**config.mk**
```make
export PLATFORM = sky130hd
export DESIGN_NAME = apb_master_bridge_flat
export DESIGN_NICKNAME = d
export VERILOG_FILES = /design/src/rtl/apb_pkg.sv /design/src/rtl/apb_master_bridge_if.sv /design/src/rtl/apb_wait_timer.sv /design/src/rtl/apb_master_bridge.sv /design/src/flat_wrapper.sv
export SDC_FILE = /design/constraint.sdc
export NUM_CORES = 1
export LEC_CHECK = 0
export CORE_MARGIN = 5
export CORE_UTILIZATION = 39
export CTS_BUF_LIST = sky130_fd_sc_hd__clkbuf_16
export DETAILED_ROUTE_END_ITERATION = 12
export PLACE_DENSITY = 0.79
export REMOVE_ABC_BUFFERS = 1
export SYNTH_ARGS = -nofsm -noshare
export SYNTH_HDL_FRONTEND = slang
export SYNTH_HIERARCHICAL = 1
export SYNTH_SLANG_ARGS = --single-unit
```
**constraint.sdc**
```tcl
create_clock -name PCLK -period 1.8 [get_ports PCLK]
set_clock_uncertainty 0.1 [all_clocks]
set_input_delay 0.27 -clock PCLK [delete_from_list [all_inputs] [get_ports PCLK]]
set_output_delay 0.27 -clock PCLK [all_outputs]
set_load 0.02 [all_outputs]
```
**src/rtl/apb_pkg.sv**
```systemverilog
// apb_pkg: shared types and constants for the APB master bridge.
// Holds the bridge state encoding, bus widths, PPROT field values and a
// small address-alignment helper.
package apb_pkg;

  localparam int unsigned APB_AW = 32;
  localparam int unsigned APB_DW = 32;
  localparam int unsigned APB_SW = APB_DW / 8;

  typedef enum logic [1:0] {
    ST_IDLE   = 2'h0,
    ST_SETUP  = 2'h1,
    ST_ACCESS = 2'h2,
    ST_RESP   = 2'h3
  } apb_state_e;

  // PPROT[0]: privileged, PPROT[1]: non-secure, PPROT[2]: instruction
  localparam logic [2:0] PPROT_PRIV   = 3'b001;
  localparam logic [2:0] PPROT_NONSEC = 3'b010;
  localparam logic [2:0] PPROT_INSTR  = 3'b100;

  // APB transfers are word aligned; drop the byte offset.
  function automatic logic [APB_AW-1:0] apb_word_addr(input logic [APB_AW-1:0] addr);
    return {addr[APB_AW-1:2], 2'b00};
  endfunction

endpackage

```
**src/rtl/apb_master_bridge_if.sv**
```systemverilog
// apb_master_bridge_if: request/response channel plus APB3 bus signals.
// modport master is the bridge side, modport slave is the requester +
// APB completer side (testbench or glue logic).
interface apb_master_bridge_if;
  import apb_pkg::*;

  logic              req_valid;
  logic              req_ready;
  logic              req_write;
  logic [APB_AW-1:0] req_addr;
  logic [APB_DW-1:0] req_wdata;
  logic [APB_SW-1:0] req_strb;

  logic              rsp_valid;
  logic              rsp_ready;
  logic [APB_DW-1:0] rsp_rdata;
  logic              rsp_err;

  logic              PSEL;
  logic              PENABLE;
  logic [APB_AW-1:0] PADDR;
  logic              PWRITE;
  logic [APB_DW-1:0] PWDATA;
  logic [APB_SW-1:0] PSTRB;
  logic [2:0]        PPROT;
  logic [APB_DW-1:0] PRDATA;
  logic              PREADY;
  logic              PSLVERR;

  modport master (
    input  req_valid, req_write, req_addr, req_wdata, req_strb,
    output req_ready,
    output rsp_valid, rsp_rdata, rsp_err,
    input  rsp_ready,
    output PSEL, PENABLE, PADDR, PWRITE, PWDATA, PSTRB, PPROT,
    input  PRDATA, PREADY, PSLVERR
  );

  modport slave (
    output req_valid, req_write, req_addr, req_wdata, req_strb,
    input  req_ready,
    input  rsp_valid, rsp_rdata, rsp_err,
    output rsp_ready,
    input  PSEL, PENABLE, PADDR, PWRITE, PWDATA, PSTRB, PPROT,
    output PRDATA, PREADY, PSLVERR
  );

endinterface

```
**src/rtl/apb_wait_timer.sv**
```systemverilog
// apb_wait_timer: 16-bit wait-state counter for the ACCESS phase.
// Cleared on entry to ACCESS, counts cycles with PREADY low, saturates
// once it reaches P_LIMIT and flags expiry. Used only with APB_TIMEOUT_EN.
module apb_wait_timer #(
  parameter int unsigned P_LIMIT = 256
) (
  input  logic        clk,
  input  logic        rst_n,
  input  logic        clear_i,
  input  logic        enable_i,
  output logic [15:0] count_o,
  output logic        expired_o
);

  localparam logic [15:0] LP_LIMIT = 16'(P_LIMIT);

  logic [15:0] count_q;
  logic [15:0] count_d;

  assign expired_o = (count_q == LP_LIMIT);
  assign count_o   = count_q;

  // Next count: clear has priority, then increment until the limit is hit.
  always_comb begin
    count_d = count_q;
    if (clear_i) begin
      count_d = 16'h0000;
    end else if (enable_i && !expired_o) begin
      count_d = count_q + 16'h0001;
    end else begin
      count_d = count_q;
    end
  end

  // Counter register.
  always_ff @(posedge clk or negedge rst_n) begin
    if (!rst_n) begin
      count_q <= 16'h0000;
    end else begin
      count_q <= count_d;
    end
  end

endmodule

```
**src/rtl/apb_master_bridge.sv**
```systemverilog
// apb_master_bridge: single-outstanding APB3 initiator.
// Turns one valid/ready request into one APB transfer and returns read
// data plus slave error on a held response channel. All APB outputs are
// registered; req_ready is high only in ST_IDLE.
// Optional feature macro: APB_TIMEOUT_EN -- aborts an ACCESS phase that
// stays in wait states for P_TIMEOUT cycles, reporting rsp_err=1.
module apb_master_bridge
  import apb_pkg::*;
#(
  parameter int unsigned P_MST_ID  = 0,
  parameter logic [2:0]  P_PPROT   = 3'b000,
  parameter int unsigned P_TIMEOUT = 256
) (
  input  logic                PCLK,
  input  logic                PRESETn,
  apb_master_bridge_if.master bus
);

  apb_state_e        state_q,     state_d;
  logic              psel_q,      psel_d;
  logic              penable_q,   penable_d;
  logic [APB_AW-1:0] paddr_q,     paddr_d;
  logic              pwrite_q,    pwrite_d;
  logic [APB_DW-1:0] pwdata_q,    pwdata_d;
  logic [APB_SW-1:0] pstrb_q,     pstrb_d;
  logic              rsp_valid_q, rsp_valid_d;
  logic [APB_DW-1:0] rsp_rdata_q, rsp_rdata_d;
  logic              rsp_err_q,   rsp_err_d;
  logic              expired_s;

`ifdef APB_TIMEOUT_EN
  logic [15:0] wait_count_s;
  logic        timeout_abort_s;

  apb_wait_timer #(
    .P_LIMIT (P_TIMEOUT)
  ) u_wait_timer (
    .clk       (PCLK),
    .rst_n     (PRESETn),
    .clear_i   (state_q == ST_SETUP),
    .enable_i  ((state_q == ST_ACCESS) && !bus.PREADY),
    .count_o   (wait_count_s),
    .expired_o (expired_s)
  );

  assign timeout_abort_s = (state_q == ST_ACCESS) && !bus.PREADY && expired_s;

`ifndef SYNTHESIS
  // Report aborted transfers so a hung completer is easy to spot in logs.
  always_ff @(posedge PCLK) begin
    if (timeout_abort_s) begin
      $display("apb_master_bridge[%0d]: timeout after %0d wait cycles, PADDR=0x%08h",
               P_MST_ID, wait_count_s, paddr_q);
    end
  end
`endif
`else
  // Without the timer the bridge waits for PREADY indefinitely.
  assign expired_s = 1'b0;
`endif

  assign bus.req_ready = (state_q == ST_IDLE);
  assign bus.PSEL      = psel_q;
  assign bus.PENABLE   = penable_q;
  assign bus.PADDR     = paddr_q;
  assign bus.PWRITE    = pwrite_q;
  assign bus.PWDATA    = pwdata_q;
  assign bus.PSTRB     = pstrb_q;
  assign bus.PPROT     = P_PPROT;
  assign bus.rsp_valid = rsp_valid_q;
  assign bus.rsp_rdata = rsp_rdata_q;
  assign bus.rsp_err   = rsp_err_q;

  // Next-state and next-output computation for the transfer sequencer.
  always_comb begin
    state_d     = state_q;
    psel_d      = psel_q;
    penable_d   = penable_q;
    paddr_d     = paddr_q;
    pwrite_d    = pwrite_q;
    pwdata_d    = pwdata_q;
    pstrb_d     = pstrb_q;
    rsp_valid_d = rsp_valid_q;
    rsp_rdata_d = rsp_rdata_q;
    rsp_err_d   = rsp_err_q;
    case (state_q)
      ST_IDLE: begin
        if (bus.req_valid) begin
          state_d   = ST_SETUP;
          psel_d    = 1'b1;
          penable_d = 1'b0;
          paddr_d   = apb_word_addr(bus.req_addr);
          pwrite_d  = bus.req_write;
          pwdata_d  = bus.req_wdata;
          pstrb_d   = bus.req_write ? bus.req_strb : 4'h0;
        end else begin
          state_d = ST_IDLE;
        end
      end
      ST_SETUP: begin
        penable_d = 1'b1;
        state_d   = ST_ACCESS;
      end
      ST_ACCESS: begin
        if (bus.PREADY) begin
          psel_d      = 1'b0;
          penable_d   = 1'b0;
          pstrb_d     = 4'h0;
          rsp_valid_d = 1'b1;
          rsp_rdata_d = pwrite_q ? 32'h0000_0000 : bus.PRDATA;
          rsp_err_d   = bus.PSLVERR;
          state_d     = ST_RESP;
        end else if (expired_s) begin
          psel_d      = 1'b0;
          penable_d   = 1'b0;
          pstrb_d     = 4'h0;
          rsp_valid_d = 1'b1;
          rsp_rdata_d = 32'h0000_0000;
          rsp_err_d   = 1'b1;
          state_d     = ST_RESP;
        end else begin
          state_d = ST_ACCESS;
        end
      end
      ST_RESP: begin
        if (bus.rsp_ready) begin
          rsp_valid_d = 1'b0;
          state_d     = ST_IDLE;
        end else begin
          state_d = ST_RESP;
        end
      end
      default: begin
        state_d     = ST_IDLE;
        psel_d      = 1'b0;
        penable_d   = 1'b0;
        pstrb_d     = 4'h0;
        rsp_valid_d = 1'b0;
      end
    endcase
  end

  // State and registered outputs; reset drops any transfer in flight.
  always_ff @(posedge PCLK or negedge PRESETn) begin
    if (!PRESETn) begin
      state_q     <= ST_IDLE;
      psel_q      <= 1'b0;
      penable_q   <= 1'b0;
      paddr_q     <= 32'h0000_0000;
      pwrite_q    <= 1'b0;
      pwdata_q    <= 32'h0000_0000;
      pstrb_q     <= 4'h0;
      rsp_valid_q <= 1'b0;
      rsp_rdata_q <= 32'h0000_0000;
      rsp_err_q   <= 1'b0;
    end else begin
      state_q     <= state_d;
      psel_q      <= psel_d;
      penable_q   <= penable_d;
      paddr_q     <= paddr_d;
      pwrite_q    <= pwrite_d;
      pwdata_q    <= pwdata_d;
      pstrb_q     <= pstrb_d;
      rsp_valid_q <= rsp_valid_d;
      rsp_rdata_q <= rsp_rdata_d;
      rsp_err_q   <= rsp_err_d;
    end
  end

endmodule

```
**src/flat_wrapper.sv**
```systemverilog
// flat-port wrapper written by rule: the top's interface ports become plain ports
module apb_master_bridge_flat import apb_pkg::*;
#(
  parameter int unsigned P_MST_ID  = 0,
  parameter logic [2:0]  P_PPROT   = 3'b000,
  parameter int unsigned P_TIMEOUT = 256
)
  (PCLK, PRESETn, bus_req_valid, bus_req_write, bus_req_addr, bus_req_wdata, bus_req_strb, bus_req_ready, bus_rsp_valid, bus_rsp_rdata, bus_rsp_err, bus_rsp_ready, bus_PSEL, bus_PENABLE, bus_PADDR, bus_PWRITE, bus_PWDATA, bus_PSTRB, bus_PPROT, bus_PRDATA, bus_PREADY, bus_PSLVERR);
  apb_master_bridge_if bus_i ();
  input  logic PCLK;
  input  logic PRESETn;
  input wire logic [$bits(bus_i.req_valid)-1:0] bus_req_valid;
  input wire logic [$bits(bus_i.req_write)-1:0] bus_req_write;
  input wire logic [$bits(bus_i.req_addr)-1:0] bus_req_addr;
  input wire logic [$bits(bus_i.req_wdata)-1:0] bus_req_wdata;
  input wire logic [$bits(bus_i.req_strb)-1:0] bus_req_strb;
  output wire logic [$bits(bus_i.req_ready)-1:0] bus_req_ready;
  output wire logic [$bits(bus_i.rsp_valid)-1:0] bus_rsp_valid;
  output wire logic [$bits(bus_i.rsp_rdata)-1:0] bus_rsp_rdata;
  output wire logic [$bits(bus_i.rsp_err)-1:0] bus_rsp_err;
  input wire logic [$bits(bus_i.rsp_ready)-1:0] bus_rsp_ready;
  output wire logic [$bits(bus_i.PSEL)-1:0] bus_PSEL;
  output wire logic [$bits(bus_i.PENABLE)-1:0] bus_PENABLE;
  output wire logic [$bits(bus_i.PADDR)-1:0] bus_PADDR;
  output wire logic [$bits(bus_i.PWRITE)-1:0] bus_PWRITE;
  output wire logic [$bits(bus_i.PWDATA)-1:0] bus_PWDATA;
  output wire logic [$bits(bus_i.PSTRB)-1:0] bus_PSTRB;
  output wire logic [$bits(bus_i.PPROT)-1:0] bus_PPROT;
  input wire logic [$bits(bus_i.PRDATA)-1:0] bus_PRDATA;
  input wire logic [$bits(bus_i.PREADY)-1:0] bus_PREADY;
  input wire logic [$bits(bus_i.PSLVERR)-1:0] bus_PSLVERR;
  assign bus_i.req_valid = bus_req_valid;
  assign bus_i.req_write = bus_req_write;
  assign bus_i.req_addr = bus_req_addr;
  assign bus_i.req_wdata = bus_req_wdata;
  assign bus_i.req_strb = bus_req_strb;
  assign bus_req_ready = bus_i.req_ready;
  assign bus_rsp_valid = bus_i.rsp_valid;
  assign bus_rsp_rdata = bus_i.rsp_rdata;
  assign bus_rsp_err = bus_i.rsp_err;
  assign bus_i.rsp_ready = bus_rsp_ready;
  assign bus_PSEL = bus_i.PSEL;
  assign bus_PENABLE = bus_i.PENABLE;
  assign bus_PADDR = bus_i.PADDR;
  assign bus_PWRITE = bus_i.PWRITE;
  assign bus_PWDATA = bus_i.PWDATA;
  assign bus_PSTRB = bus_i.PSTRB;
  assign bus_PPROT = bus_i.PPROT;
  assign bus_i.PRDATA = bus_PRDATA;
  assign bus_i.PREADY = bus_PREADY;
  assign bus_i.PSLVERR = bus_PSLVERR;
  apb_master_bridge #(.P_MST_ID(P_MST_ID), .P_PPROT(P_PPROT), .P_TIMEOUT(P_TIMEOUT)) u_core (.PCLK(PCLK), .PRESETn(PRESETn), .bus(bus_i));
endmodule
```
==> results of run 1 <==
## power groups by stage
stage	clock (uW)	combinational (uW)	sequential, uW
6_report	1670	5890	4040
5_1_grt	1840	6270	4190
4_1_cts	1730	5980	4050
3_5_place_dp	0	5970	4090
3_3_place_gp	0	5830	4020
2_1_floorplan	0	1450	5410
## critical path, delay by kind of cell (launching register included)
| kind | cells | cell delay, ns |
|---|---|---|
| and+or+nand+nor | 1 | 0.18 |
| DFF | 1 | 0.49 |
| buffers and inverters | 1 | 0.37 |
## placed cells by master, fill, tap and decap left out, types with 4 or more instances in the layout
cell,instances
a32o_1,4
buf_12,7
buf_4,10
clkbuf_16,9
clkdlybuf4s50_1,206
conb_1,5
dfrtp_1,105
mux2_1,5
mux2_2,59
nand2_1,35
nand2b_1,33
o21ai_0,35
## registers in the layout, indices dropped and copies added, names as in the netlist
signal	count
u_core/bus.PADDR	30
u_core/state_q	2
u_core/bus.PSEL	1
u_core/bus.rsp_err	1
u_core/bus.PENABLE	1
u_core/bus.rsp_valid	1
u_core/bus.PSTRB	4
u_core/bus.PWDATA	32
u_core/bus.rsp_rdata	32
u_core/bus.PWRITE	1
## area by class of cell
class / count / area [um2] / area share, %
sequential: 105 / 2630 / 39.2
timing repair buffer: 225 / 2300 / 34.3
multi-input combinational: 186 / 1360 / 20.3
clock buffer: 9 / 225 / 3.36
inverter: 1 / 3.75 / 0.0560
clock inverter: 4 / 15.0 / 0.224
tap: 136 / 170 / 2.54
## stage by stage
stage	total power, uW	setup TNS [ns]	hold WS (ns)	area [um2]	setup slack (ns)
floorplan	6860	-86.46	-0.126	3990	-1.21
global placement	9850	-2.16	0.279	6450	-0.0462
detailed placement	10100	-4.04	0.290	6450	-0.0922
CTS	11800	0	0.381	6700	0.0328
global route	12300	0	0.402	6700	0.0161
finish	11600	0	0.377	6700	0.0646
## Yosys cell counts
cell type and instances:
a21o_1 1, a21oi_1 3, a32o_1 4, and3_1 1, buf_1 1, buf_2 6, buf_4 10, buf_6 2
clkbuf_1 5, conb_1 1, dfrtp_1 105, inv_1 1, mux2_1 5, mux2_2 59, nand2_1 35, nand2b_1 33
nand3b_1 1, nor2_1 2, nor2b_1 1, nor3b_4 1, o21ai_0 35
## worst max-delay path by stage
stage | slack (ns) | to | cells past startpoint | startpoint
2_1_floorplan | -1.21 | u_core/bus.PSTRB[0] | 3 | u_core/state_q[0]
3_3_place_gp | -0.05 | u_core/bus.PWRITE | 5 | bus_req_valid
3_5_place_dp | -0.09 | u_core/state_q[0] | 6 | bus_req_valid
4_1_cts | 0.03 | bus_req_ready | 2 | u_core/state_q[1]
5_1_grt | 0.02 | bus_req_ready | 2 | u_core/state_q[1]
6_report | 0.06 | bus_req_ready | 2 | u_core/state_q[1]
## cells by family (layout without fill, tap and decap cells)
kind of cell	Yosys count	count (layout)	share of synthesized area, %
flip-flops	105	105	63.7
AND/OR/NAND/NOR	74	74	9.31
multiplexers	64	64	17.5
AO/OA/AOI/OAI	43	43	5.76
buffers and inverters	25	239	3.73
other	1	5	0.0908
## what timing repair did
| item | in CTS | in global routing |
|---|---|---|
| setup endpoints to repair | 1 | 1 |
| hold buffers | 1 | 0 |
| hold endpoints to repair | 105 | 0 |
| resized for setup | 1 | 1 |
## metal layers
metal	part of all wire, %	wire length [um]
met1	39	4260
met2	48	5220
met3	11	1170
met4	2.3	245
met5	0	0
==> out/results.tsv, run 1 <==
stage	metric	value	unit
outcome	status	finished clean	
placement	port buffer count	208	
worst_setup_path	Reg2Reg Launch Point	u_core/state_q[1]	
worst_setup_path	CP Class	flip-flop to output pin	
detailed_routing	Detailed Routing Iterations Pass 1	4	
clock_network	Worst-path clk slew	0.06	ns
power	Worst VDD drop	0.769	mV
clock_network	maximum root-to-sink buffer count	2	
worst_setup_path	CP endpoint kind	output pin	
grt	global route overflow	0	
detailed_routing	average wire per standard cell	16.3	um
floorplanning	height of the die	113	um
sta	final hold violations	0	
grt	met3 Use GR	6.84	%
hold_path	worst min path class	flip-flop to flip-flop	
logic_synthesis	synth warn	6	
grt	largest net degree at the start of global routing	106	
sta	Tmin final	1.74	ns
sta	slew margin rel.	63.0	%
hold_path	Hold Path Sink	u_core/bus.rsp_rdata[30]	
floorplanning	Die ar.	12700	um2
grt	met1 GRT Util	20.0	%
sta	Max Slew Vio Count	0	
floorplanning	# IOs	216	
grt	GR Util met2	28.1	%
finish	Layout area overhead	62.3	%
sta	Max Clock Freq	576	MHz
worst_setup_path	largest fanout on the critical path	9	
worst_setup_path	flop-to-flop setup slack	0.15	ns
power	Sw Ratio	35.6	%
placement	Cells after DPL	652	
grt	gr usage total	17.2	%
placement	GPL Wtd Cong	0.810	
detailed_routing	DRC viols	0	
floorplanning	Rows	37	
clock_network	clk root buf	clkbuf_16	
logic_synthesis	sequential-to-total area share from yosys stat	63.7	%
finish	fillers	813	
clock_network	sinks on the clock net	105	
detailed_routing	Antenna Violating Nets Remaining	0	
clock_network	CTS Buf Count	9	
worst_setup_path	Critical Path AT	1.37	ns
worst_setup_path	Crit path required time	1.43	ns
flow_run	Max Cap Viol	0	
hold_path	min-delay src	u_core/bus.rsp_rdata[30]	
power	Psw	4130	uW
power	pwr/cell area	1730	nW/um2
logic_synthesis	Post-Syn Area	4130	um2
worst_setup_path	CP Launch Type	flip-flop	
placement	hpwl dp	8260	um
finish	Non-Filler Instances	666	
finish	ANT cells	0	
grt	GRT busiest layer	met2	
clock_network	clk_lat worst skew	0.33	ns
clock_network	H-Tree Depth	3	
detailed_routing	DR vias	3116	
power	Pleak	0.00282	uW
finish	Final nets	635	
grt	global-route wire length before repair	17500	um
sta	final setup vio count	0	
sta	Worst-Margin Slew	0.556	ns
logic_synthesis	ranking of synthesized cells by area	dfrtp_1, mux2_2, nand2b_1, o21ai_0, nand2_1	
finish	share of cells above drive strength 1	16.2	%
detailed_routing	DRT Wirelength	10900	um
logic_synthesis	Netlist cell types	21	
logic_synthesis	Cells after Synth	312	
grt	vias in the first global route	3356	
detailed_routing	DRT iter0 DRCs	112	
power	Pint	7470	uW
sta	RSZ-0062 raised after global routing	no	
floorplanning	Initial Util	40.0	%
power	Comb power frac	50.8	%
logic_synthesis	Yosys reg bits	105	
power	clock power share	14.4	%
worst_setup_path	RR Endpoint	u_core/state_q[0]	
power	sequential share of power	34.8	%
sta	final cycle utilization of the critical path	96.4	%
hold_path	Hold Path Cell Cnt	2	
clock_network	CTS tree	built	
clock_network	Post-CTS Setup Inserts	0	
floorplanning	total core area	10300	um2
floorplanning	Die W	113	um
finish	Layout Utilization	64.9	%
logic_synthesis	post-synthesis area per instance	13.2	um2
logic_synthesis	post-synth top area cell	dfrtp_1	
worst_setup_path	CP cell instances	nor2_1 > clkdlybuf4s15_1	
grt	antenna violations before repair	0	
worst_setup_path	CP max-delay cell	dfrtp_1	
detailed_routing	Via density	4.68	
logic_synthesis	top cell type's share of synthesized area	63.7	%
worst_setup_path	Worst R2R Path Depth	5	
worst_setup_path	CP peak stage delay	0.49	ns
Note: power is estimated with default switching activity, not from simulation.
==> inputs of run 2 (changes only) <==
Clock period 1.8 ns to 1.6 ns, I/O delays scaled along.
==> run 2 against run 1 <==
Effect of this change:
- count of clock-buffer cells in the layout unchanged
- core utilization grew 0.40 points
- largest cell class unchanged
- non-clock buffer count increased by 11
- first-iteration DRC count shrank 15%
==> out/results.tsv, run 2 (synthesized netlist as in run 1, its figures left out) <==
stage	metric	value	unit	change
clock_network	CTS Buf Count	9		unchanged
floorplanning	Initial Util	40.0	%	unchanged
floorplanning	height of the die	113	um	unchanged
worst_setup_path	largest fanout on the critical path	23		+14
sta	Worst-Margin Slew	0.565	ns	+0.00910 ns
grt	met1 GRT Util	19.9	%	about the same
sta	Tmin final	1.58	ns	
power	Worst VDD drop	0.871	mV	+13%
floorplanning	Die W	113	um	unchanged
worst_setup_path	CP Class	flip-flop to flip-flop		
worst_setup_path	Critical Path End	u_core/bus.PADDR[13]		
grt	global route overflow	0		unchanged
floorplanning	# IOs	216		unchanged
sta	slew margin rel.	62.3	%	-0.61 points
power	pwr/cell area	1870	nW/um2	+8.0%
worst_setup_path	flop-to-flop setup slack	0.02	ns	-0.13 ns
grt	GRT busiest layer	met2		
flow_run	Max Cap Viol	0		unchanged
finish	Layout Utilization	65.3	%	+0.40 points
clock_network	maximum root-to-sink buffer count	2		unchanged
worst_setup_path	Critical Path AT	1.68	ns	+0.31 ns
sta	Max Clock Freq	633	MHz	
outcome	status	finished clean		
worst_setup_path	RR Endpoint	u_core/bus.PADDR[13]		
grt	global-route wire length before repair	17500	um	about the same
grt	largest net degree at the start of global routing	106		unchanged
worst_setup_path	Reg2Reg Launch Point	u_core/state_q[0]		
grt	gr usage total	17.1	%	-0.12 points
grt	vias in the first global route	3387		+0.92%
detailed_routing	Antenna Violating Nets Remaining	0		unchanged
worst_setup_path	Worst R2R Path Depth	4		-1
finish	share of cells above drive strength 1	19.3	%	+3.1 points
floorplanning	Rows	37		unchanged
clock_network	H-Tree Depth	3		unchanged
placement	GPL Wtd Cong	0.792		-2.2%
detailed_routing	Via density	4.63		-1.1%
detailed_routing	average wire per standard cell	16.2	um	-0.64%
clock_network	sinks on the clock net	105		unchanged
placement	hpwl dp	8090	um	-2.1%
clock_network	Worst-path clk slew	0.06	ns	about the same
detailed_routing	DR vias	3143		+0.87%
worst_setup_path	worst setup path start	u_core/state_q[0]		
detailed_routing	DRT Wirelength	11000	um	+1.3%
detailed_routing	DRT iter0 DRCs	95		-15%
hold_path	worst min path class	flip-flop to flip-flop		
sta	RSZ-0062 raised after global routing	yes		
detailed_routing	Detailed Routing Iterations Pass 1	4		unchanged
grt	antenna violations before repair	0		unchanged
finish	Final nets	646		+1.7%
clock_network	CTS tree	built		
placement	port buffer count	208		unchanged
worst_setup_path	CP Launch Type	flip-flop		
sta	final hold violations	0		unchanged
detailed_routing	DRC viols	0		unchanged
floorplanning	Die ar.	12700	um2	unchanged
worst_setup_path	Crit path required time	1.70	ns	+0.27 ns
floorplanning	total core area	10300	um2	unchanged
grt	met3 Use GR	6.74	%	-0.11 points
clock_network	clk root buf	clkbuf_16		
worst_setup_path	CP endpoint kind	flip-flop		
finish	ANT cells	0		unchanged
finish	Layout area overhead	63.3	%	
grt	GR Util met2	29.1	%	+1.1 points
sta	Max Slew Vio Count	0		unchanged
power	Overall Power	12600	uW	+8.7%
sta	final cycle utilization of the critical path	98.7	%	
finish	most frequent cells in the layout	clkdlybuf4s50_1, dlygate4sd2_1, dfrtp_1		
power	Pleak	0.00315	uW	+12%
clock_network	clk_lat worst skew	0.33	ns	about the same
sta	final setup vio count	0		unchanged
-- run 2: cell types whose count changed in the layout (fill, tap and decap cells not counted), moves of 3 or more --
cell / before / now
o21ai_1: 0 / 4
dlygate4sd2_1: 0 / 103
clkdlybuf4s50_1: 206 / 103
buf_12: 7 / 4
clkinv_1: 3 / 0
buf_6: 0 / 3
o21ai_0: 35 / 31
buf_4: 10 / 17
-- run 2: through the flow --
stage          cell area [um2]  hold WS [ns]  instances  setup TNS (ns)  setup WS (ns)
4_1_cts                   6660         0.357        674               0        0.00115
3_5_place_dp              6430         0.257        655          -21.42         -0.324
6_report                  6740         0.369        679               0         0.0209
3_3_place_gp              6430         0.250        655          -20.12         -0.291
5_1_grt                   6740         0.357        679          -0.497        -0.0285
2_1_floorplan             3990        -0.156        292         -106.86          -1.41
-- run 2: routing by layer --
metal | wire length, um | part of all wire (%)
met1 | 4330 | 39
met2 | 5420 | 49
met5 | 0 | 0
met3 | 1170 | 11
met4 | 117 | 1.1
-- run 2: power breakdown --
part	switching (uW)	internal, uW	leakage [uW]
registers	605	3890	0.00129
clock network	911	1200	0.000144
logic	3160	2840	0.00172
total	4680	7930	0.00315
-- run 2: what timing repair did --
item | in CTS | in global routing
gates cloned | 1 | 2
hold buffers | 1 | 0
setup endpoints to repair | 166 | 93
buffers inserted | 2 | 3
hold endpoints to repair | 105 | 0
resized for setup | 115 | 6
-- run 2: final cells by class --
| cell class | instances | area (um2) |
|---|---|---|
| clock buffers | 9 | 225 |
| multi-input cells | 186 | 1370 |
| well taps | 136 | 170 |
| fillers | 842 | 3580 |
| repair buffers | 236 | 2280 |
| flip-flops and latches | 105 | 2630 |
| inverters | 1 | 3.75 |
| clock inverters | 6 | 62.6 |
-- run 2: worst max-delay path, stage by stage (launching register included) --
cell and delay (ns):
dfrtp_2 0.44, nor3b_4 0.20, buf_6 0.17, buf_12 0.18, mux2_2 0.35
-- run 2: worst min-delay path by stage --
stage,slack [ns],to,depth (start not counted),start
floorplan,-0.16,u_core/bus.PADDR[10],0,PRESETn
global placement,0.25,u_core/bus.PADDR[9],2,PRESETn
detailed placement,0.26,u_core/bus.PADDR[9],2,PRESETn
CTS,0.36,u_core/bus.rsp_rdata[27],3,bus_PRDATA[27]
global route,0.36,u_core/bus.rsp_rdata[27],3,bus_PRDATA[27]
finish,0.37,u_core/bus.rsp_rdata[17],2,u_core/bus.rsp_rdata[17]
==> inputs of run 3 (changes only) <==
Settings changed: CTS_CLUSTER_DIAMETER from default to 100.
==> results of run 3 <==
The final DEF is identical to that of run 2; final timing and power are the same.
